### src/rtl/jtag_tap_param.sv
// IEEE 1149.1-style TAP: 16-state FSM, instruction register, BYPASS/IDCODE/USER data registers.
// Latency: TDI reaches TDO after <selected register length> shift clocks; state and registers update on posedge TCK.
// No backpressure: TMS/TDI are consumed every TCK. Optional IDCODE register enabled by `define JTAG_TAP_IDCODE_EN.
module jtag_tap_param #(
    parameter int                  IR_WIDTH     = 4,
    parameter int                  DR_WIDTH     = 8,
    parameter logic [31:0]         IDCODE_VAL   = 32'h1000_0001,
    parameter logic [IR_WIDTH-1:0] INSTR_IDCODE = IR_WIDTH'(1),
    parameter logic [IR_WIDTH-1:0] INSTR_USER   = IR_WIDTH'(2)
) (
    input  logic                TCK,
    input  logic                TRST,
    input  logic                TMS,
    input  logic                TDI,
    output logic                TDO,
    output logic                TDO_EN,
    output logic [3:0]          state_obs,
    output logic [IR_WIDTH-1:0] ir_out,
    input  logic [DR_WIDTH-1:0] user_dr_in,
    output logic [DR_WIDTH-1:0] user_dr_out,
    output logic                user_update
);

    typedef enum logic [3:0] {
        TLR     = 4'h0,
        RTI     = 4'h1,
        SEL_DR  = 4'h2,
        CAP_DR  = 4'h3,
        SH_DR   = 4'h4,
        EX1_DR  = 4'h5,
        PAU_DR  = 4'h6,
        EX2_DR  = 4'h7,
        UPD_DR  = 4'h8,
        SEL_IR  = 4'h9,
        CAP_IR  = 4'hA,
        SH_IR   = 4'hB,
        EX1_IR  = 4'hC,
        PAU_IR  = 4'hD,
        EX2_IR  = 4'hE,
        UPD_IR  = 4'hF
    } tap_state_t;

    localparam logic [IR_WIDTH-1:0] IR_CAPTURE = IR_WIDTH'(2'b01);
`ifdef JTAG_TAP_IDCODE_EN
    localparam logic [IR_WIDTH-1:0] IR_RESET = INSTR_IDCODE;
`else
    // Without an IDCODE register the safe default instruction is BYPASS.
    localparam logic [IR_WIDTH-1:0] IR_RESET = '1;
`endif

    tap_state_t state;
    tap_state_t state_nxt;

    logic [IR_WIDTH-1:0] ir_shift;
    logic [DR_WIDTH-1:0] user_shift;
    logic [DR_WIDTH-1:0] user_shifted;
    logic                bypass_reg;
    logic                sel_user;
    logic                sel_idcode;
    logic                idcode_tdo;

    // ------------------------------------------------------------------
    // TAP state machine
    // ------------------------------------------------------------------
    always_ff @(posedge TCK) begin
        if (TRST) begin
            state <= TLR;
        end else begin
            state <= state_nxt;
        end
    end

    always_comb begin
        state_nxt = state;
        case (state)
            TLR:    state_nxt = TMS ? TLR    : RTI;
            RTI:    state_nxt = TMS ? SEL_DR : RTI;
            SEL_DR: state_nxt = TMS ? SEL_IR : CAP_DR;
            CAP_DR: state_nxt = TMS ? EX1_DR : SH_DR;
            SH_DR:  state_nxt = TMS ? EX1_DR : SH_DR;
            EX1_DR: state_nxt = TMS ? UPD_DR : PAU_DR;
            PAU_DR: state_nxt = TMS ? EX2_DR : PAU_DR;
            EX2_DR: state_nxt = TMS ? UPD_DR : SH_DR;
            UPD_DR: state_nxt = TMS ? SEL_DR : RTI;
            SEL_IR: state_nxt = TMS ? TLR    : CAP_IR;
            CAP_IR: state_nxt = TMS ? EX1_IR : SH_IR;
            SH_IR:  state_nxt = TMS ? EX1_IR : SH_IR;
            EX1_IR: state_nxt = TMS ? UPD_IR : PAU_IR;
            PAU_IR: state_nxt = TMS ? EX2_IR : PAU_IR;
            EX2_IR: state_nxt = TMS ? UPD_IR : SH_IR;
            UPD_IR: state_nxt = TMS ? SEL_DR : RTI;
            default: state_nxt = TLR;
        endcase
    end

    assign state_obs = state;
    assign TDO_EN    = (state == SH_DR) || (state == SH_IR);

    // ------------------------------------------------------------------
    // Instruction register
    // ------------------------------------------------------------------
    always_ff @(posedge TCK) begin
        if (TRST) begin
            ir_shift <= '0;
            ir_out   <= IR_RESET;
        end else begin
            case (state)
                CAP_IR:  ir_shift <= IR_CAPTURE;
                SH_IR:   ir_shift <= {TDI, ir_shift[IR_WIDTH-1:1]};
                default: ir_shift <= ir_shift;
            endcase
            if (state == TLR) begin
                ir_out <= IR_RESET;
            end else if (state == UPD_IR) begin
                ir_out <= ir_shift;
            end
        end
    end

    // ------------------------------------------------------------------
    // Data register selection
    // ------------------------------------------------------------------
    assign sel_user = (ir_out == INSTR_USER);

`ifdef JTAG_TAP_IDCODE_EN
    logic [31:0] idcode_shift;

    assign sel_idcode = !sel_user && (ir_out == INSTR_IDCODE);
    assign idcode_tdo = idcode_shift[0];

    always_ff @(posedge TCK) begin
        if (TRST) begin
            idcode_shift <= '0;
        end else if (sel_idcode) begin
            if (state == CAP_DR) begin
                idcode_shift <= IDCODE_VAL;
            end else if (state == SH_DR) begin
                idcode_shift <= {TDI, idcode_shift[31:1]};
            end
        end
    end
`else
    logic unused_idcode;

    assign sel_idcode    = 1'b0;
    assign idcode_tdo    = 1'b0;
    assign unused_idcode = ^{IDCODE_VAL, INSTR_IDCODE};
`endif

    // ------------------------------------------------------------------
    // USER register (shift stage plus parallel update stage)
    // ------------------------------------------------------------------
    generate
        if (DR_WIDTH == 1) begin : g_user_narrow
            assign user_shifted = TDI;
        end else begin : g_user_wide
            assign user_shifted = {TDI, user_shift[DR_WIDTH-1:1]};
        end
    endgenerate

    always_ff @(posedge TCK) begin
        if (TRST) begin
            user_shift <= '0;
        end else if (sel_user) begin
            if (state == CAP_DR) begin
                user_shift <= user_dr_in;
            end else if (state == SH_DR) begin
                user_shift <= user_shifted;
            end
        end
    end

    always_ff @(posedge TCK) begin
        if (TRST) begin
            user_dr_out <= '0;
        end else if ((state == UPD_DR) && sel_user) begin
            user_dr_out <= user_shift;
        end
    end

    assign user_update = (state == UPD_DR) && sel_user;

    // ------------------------------------------------------------------
    // BYPASS register: any opcode that is neither USER nor IDCODE
    // ------------------------------------------------------------------
    always_ff @(posedge TCK) begin
        if (TRST) begin
            bypass_reg <= 1'b0;
        end else if (!sel_user && !sel_idcode) begin
            if (state == CAP_DR) begin
                bypass_reg <= 1'b0;
            end else if (state == SH_DR) begin
                bypass_reg <= TDI;
            end
        end
    end

    // ------------------------------------------------------------------
    // TDO mux: driven only in the two shift states
    // ------------------------------------------------------------------
    always_comb begin
        TDO = 1'b0;
        if (state == SH_IR) begin
            TDO = ir_shift[0];
        end else if (state == SH_DR) begin
            if (sel_user) begin
                TDO = user_shift[0];
            end else if (sel_idcode) begin
                TDO = idcode_tdo;
            end else begin
                TDO = bypass_reg;
            end
        end
    end

endmodule

### config.mk
export PLATFORM = sky130hd
export DESIGN_NAME = jtag_tap_param
export DESIGN_NICKNAME = d
export VERILOG_FILES = /design/src/rtl/jtag_tap_param.sv
export SDC_FILE = /design/constraint.sdc
export NUM_CORES = 1
export LEC_CHECK = 0
export ABC_AREA = 1
export CORE_AREA = 2 2 68 70
export CTS_CLUSTER_SIZE = 20
export DETAILED_ROUTE_END_ITERATION = 10
export DIE_AREA = 0 0 70 72
export GPL_ROUTABILITY_DRIVEN = 0
export PLACE_DENSITY_LB_ADDON = 0.15
export SLEW_MARGIN = 5
export SYNTH_ARGS = -nofsm -noshare
export SYNTH_HDL_FRONTEND = slang
export SYNTH_SLANG_ARGS = --single-unit
### constraint.sdc
create_clock -name TCK -period 1.52 [get_ports TCK]
set_clock_uncertainty 0.15 [all_clocks]
set_input_delay 0.152 -clock TCK [delete_from_list [all_inputs] [get_ports TCK]]
set_output_delay 0.152 -clock TCK [all_outputs]
set_load 0.02 [all_outputs]
==> impl_metrics.json <==
{
  "status": "finished with violations",
  "violations": "negative setup slack",
  "grt-ovfl-total": 0,
  "hold_path.class": "reg -> reg",
  "via_per_inst": 4.66,
  "slew_headroom_pct": 83.7,
  "path_buf_inv": 2,
  "die_area_mm2": 0.00504,
  "place_inst": 315,
  "cts_root_buffer": "clkbuf_8",
  "setup_ws_ns": -0.0142,
  "clkPwrFrac_pct": 40.7,
  "p_total_mw": 1.57,
  "rsz0062_at_grt": "yes",
  "pre_cts_slack_ns": -0.273,
  "avgSynthCellArea_um2": 6.88,
  "drive_above_1_share_pct": 27.9,
  "worstRegToRegCells": 8,
  "start_util_pct": 34.5,
  "crit_path_start_kind": "register",
  "syn-instance-count": 214,
  "fmax_mhz": 652,
  "worstReg2RegEnd": "user_shift[6]$_SDFFE_PP0P_",
  "whs_endpoint": "ir_shift[2]$_SDFFE_PP0P_",
  "finalCritPeriodShare_pct": 101,
  "path_class": "reg -> out",
  "leakagePower_nw": 1.09,
  "num_antenna_cells": 0,
  "ir_worst_vdd_mv": 0.386,
  "die_w_um": 70,
  "antenna_found_initial": 0,
  "die_height_um": 72,
  "grt_usage_pct": 14.3,
  "tritoncts": "yes",
  "hold_depth": 2,
  "syn_to_final_growth_pct": 47.8,
  "cpMaxStageDelayCell": "dfxtp_2",
  "hold_slack_ns": 0.330,
  "final_cell_mix": "55 x nand2_1, 26 x nor2_1, 24 x dfxtp_1, 22 x buf_4, 18 x o21ai_0",
  "tightest_slew_ns": 0.243,
  "slowest_delay_ns": 0.33,
  "comb_power_share_pct": 10.1,
  "core_area_mm2": 0.00426,
  "drtIter0Drc": 102,
  "swShare_pct": 23.6,
  "grt_pass1_vias": 1335,
  "row_count": 24,
  "post_drt_wl_per_cell_um": 10.9,
  "vias": 1510,
  "nets": 284,
  "crit_path_end_kind": "output port",
  "reg2reg_from": "state_obs[2]$_SDFF_PP0_",
  "slew_violations": 0,
  "intPower_mw": 1.20,
  "ant_nets": 0,
  "power.density_mw_per_mm2": 722,
  "worstHoldStart": "ir_shift[3]$_SDFFE_PP0P_",
  "syn_nets": 226,
  "cts.sinks": 29,
  "drtPass1Iterations": 4,
  "grt_pass1_wl_um": 5710,
  "ioPinCount": 31,
  "period_needed_ns": 1.53,
  "io_buffers": 30,
  "crit_chain": "inv_2, nor2_4, nand2_2, o22ai_2, buf_6",
  "cts_buffers": 5,
  "final_common_cell": "nand2_1",
  "r2r_setup_slack_ns": 0.03,
  "setup_viol": 1,
  "path_max_fanout": 4,
  "biggestRegsByFlops": "user_dr_out: 8 flops, user_shift: 8 flops",
  "ys_seq_area_share_pct": 39.4,
  "drc": 0,
  "p_seq_share_pct": 49.1,
  "clk_latency_ns": 0.28,
  "grt_start_max_net_pins": 19,
  "finalNonFillerCells": 324,
  "ys_warn_count": 0,
  "htree_levels": 2,
  "hold_viol": 0,
  "switching_power_uw": 371,
  "ys_types": 25,
  "clk_pin_slew_ns": 0.06,
  "hpwl_um": 2560,
  "cts.path.max_buffers": 2,
  "syn-cell-area_mm2": 0.00147,
  "maxCapViolations": 0,
  "critPathRequiredTime_ns": 1.22,
  "critPathLaunch": "state_obs[3]$_SDFF_PP0_",
  "nFillCells": 446,
  "ys_ff_latch": 29,
  "cp.arrival_ns": 1.23,
  "crit_family": "flip-flops",
  "drt_wl_total_um": 3520
}
## worst max path at each step
stage | to | depth (start not counted)
2_1_floorplan | user_shift[0]$_SDFFE_PP0P_ | 8
3_3_place_gp | TDO | 5
3_5_place_dp | TDO | 5
4_1_cts | TDO | 5
5_1_grt | TDO | 6
6_report | TDO | 5
## cells in the mapped netlist
cell type  count  area share, %
inv_1         18            4.6
a21oi_2        1           0.59
nand2_4        3            2.3
o211ai_1       1           0.51
a21oi_1       16            5.4
dfxtp_1       29             39
a211oi_1       1           0.51
inv_2          4            1.0
nor2_8         1            1.4
o22ai_1        1           0.43
nor2_2         3            1.3
nor2_1        30            7.6
nand2_1       58             15
o221ai_1       1           0.59
nor2_4         2            1.5
buf_4          2            1.0
nand3b_1       1           0.51
o21ai_2        1           0.59
o21ai_0       21            7.1
nand2_2        5            2.1
nor2b_1        1           0.43
clkbuf_1       1           0.25
nand3_1       10            3.4
buf_6          2            1.5
buf_8          1            1.0
## power by group through the flow
stage               combinational (mW)  clock (mW)  sequential [mW]
floorplan                       0.0685           0            0.795
detailed placement               0.154           0            0.791
global placement                 0.155           0            0.790
finish                           0.159       0.640            0.772
CTS                              0.152       0.664            0.774
global route                     0.173       0.699            0.773
## per-stage QoR
stage / util (%) / instance area (µm²) / setup TNS [ns]
finish: 51.1 / 2180 / -0.0142
global route: 51.1 / 2180 / -0.303
CTS: 49.1 / 2090 / -0.0710
detailed placement: 47.0 / 2000 / -0.680
global placement: 47.0 / 2000 / -0.620
floorplan: - / 1480 / 0
## final cells by class
class	instances	area [µm²]	share of cell area [%]
inverters	22	82.6	3.79
multi-input cells	158	826	37.9
well taps	52	65.1	2.99
repair buffers	56	523	24.0
clock buffers	7	86.3	3.97
flip-flops and latches	29	594	27.3
## worst min-delay path, cell delays in order, from the launching register on
cell     delay (ns)
dfxtp_1        0.32
nand2_1        0.07
a21oi_1        0.05
## layer usage
| layer | GRT usage (%) | vias up | wire [µm] |
|---|---|---|---|
| met5 | 0 | - | 0 |
| met4 | 7.69 | 0 | 95 |
| met3 | 4.31 | 11 | 219 |
| met2 | 23.0 | 46 | 1650 |
| met1 | 17.2 | 656 | 1560 |
| li1 | - | 797 | - |
## kinds of logic after synthesis
kind of cell	Yosys count	synth area share, %
simple gates	114	35.3
compound gates	43	15.8
flops	29	39.4
buf+inv	28	9.43
## repair_timing
| action | 4_1_cts | 5_1_grt |
|---|---|---|
| pin swaps | 3 | 6 |
| resized for setup | 35 | 25 |
| buffers inserted | 1 | 0 |
| hold buffers | 0 | 0 |
| cloned | 0 | 1 |
| setup endpoints to repair | 17 | 22 |
(Power assumes the default switching activity.)
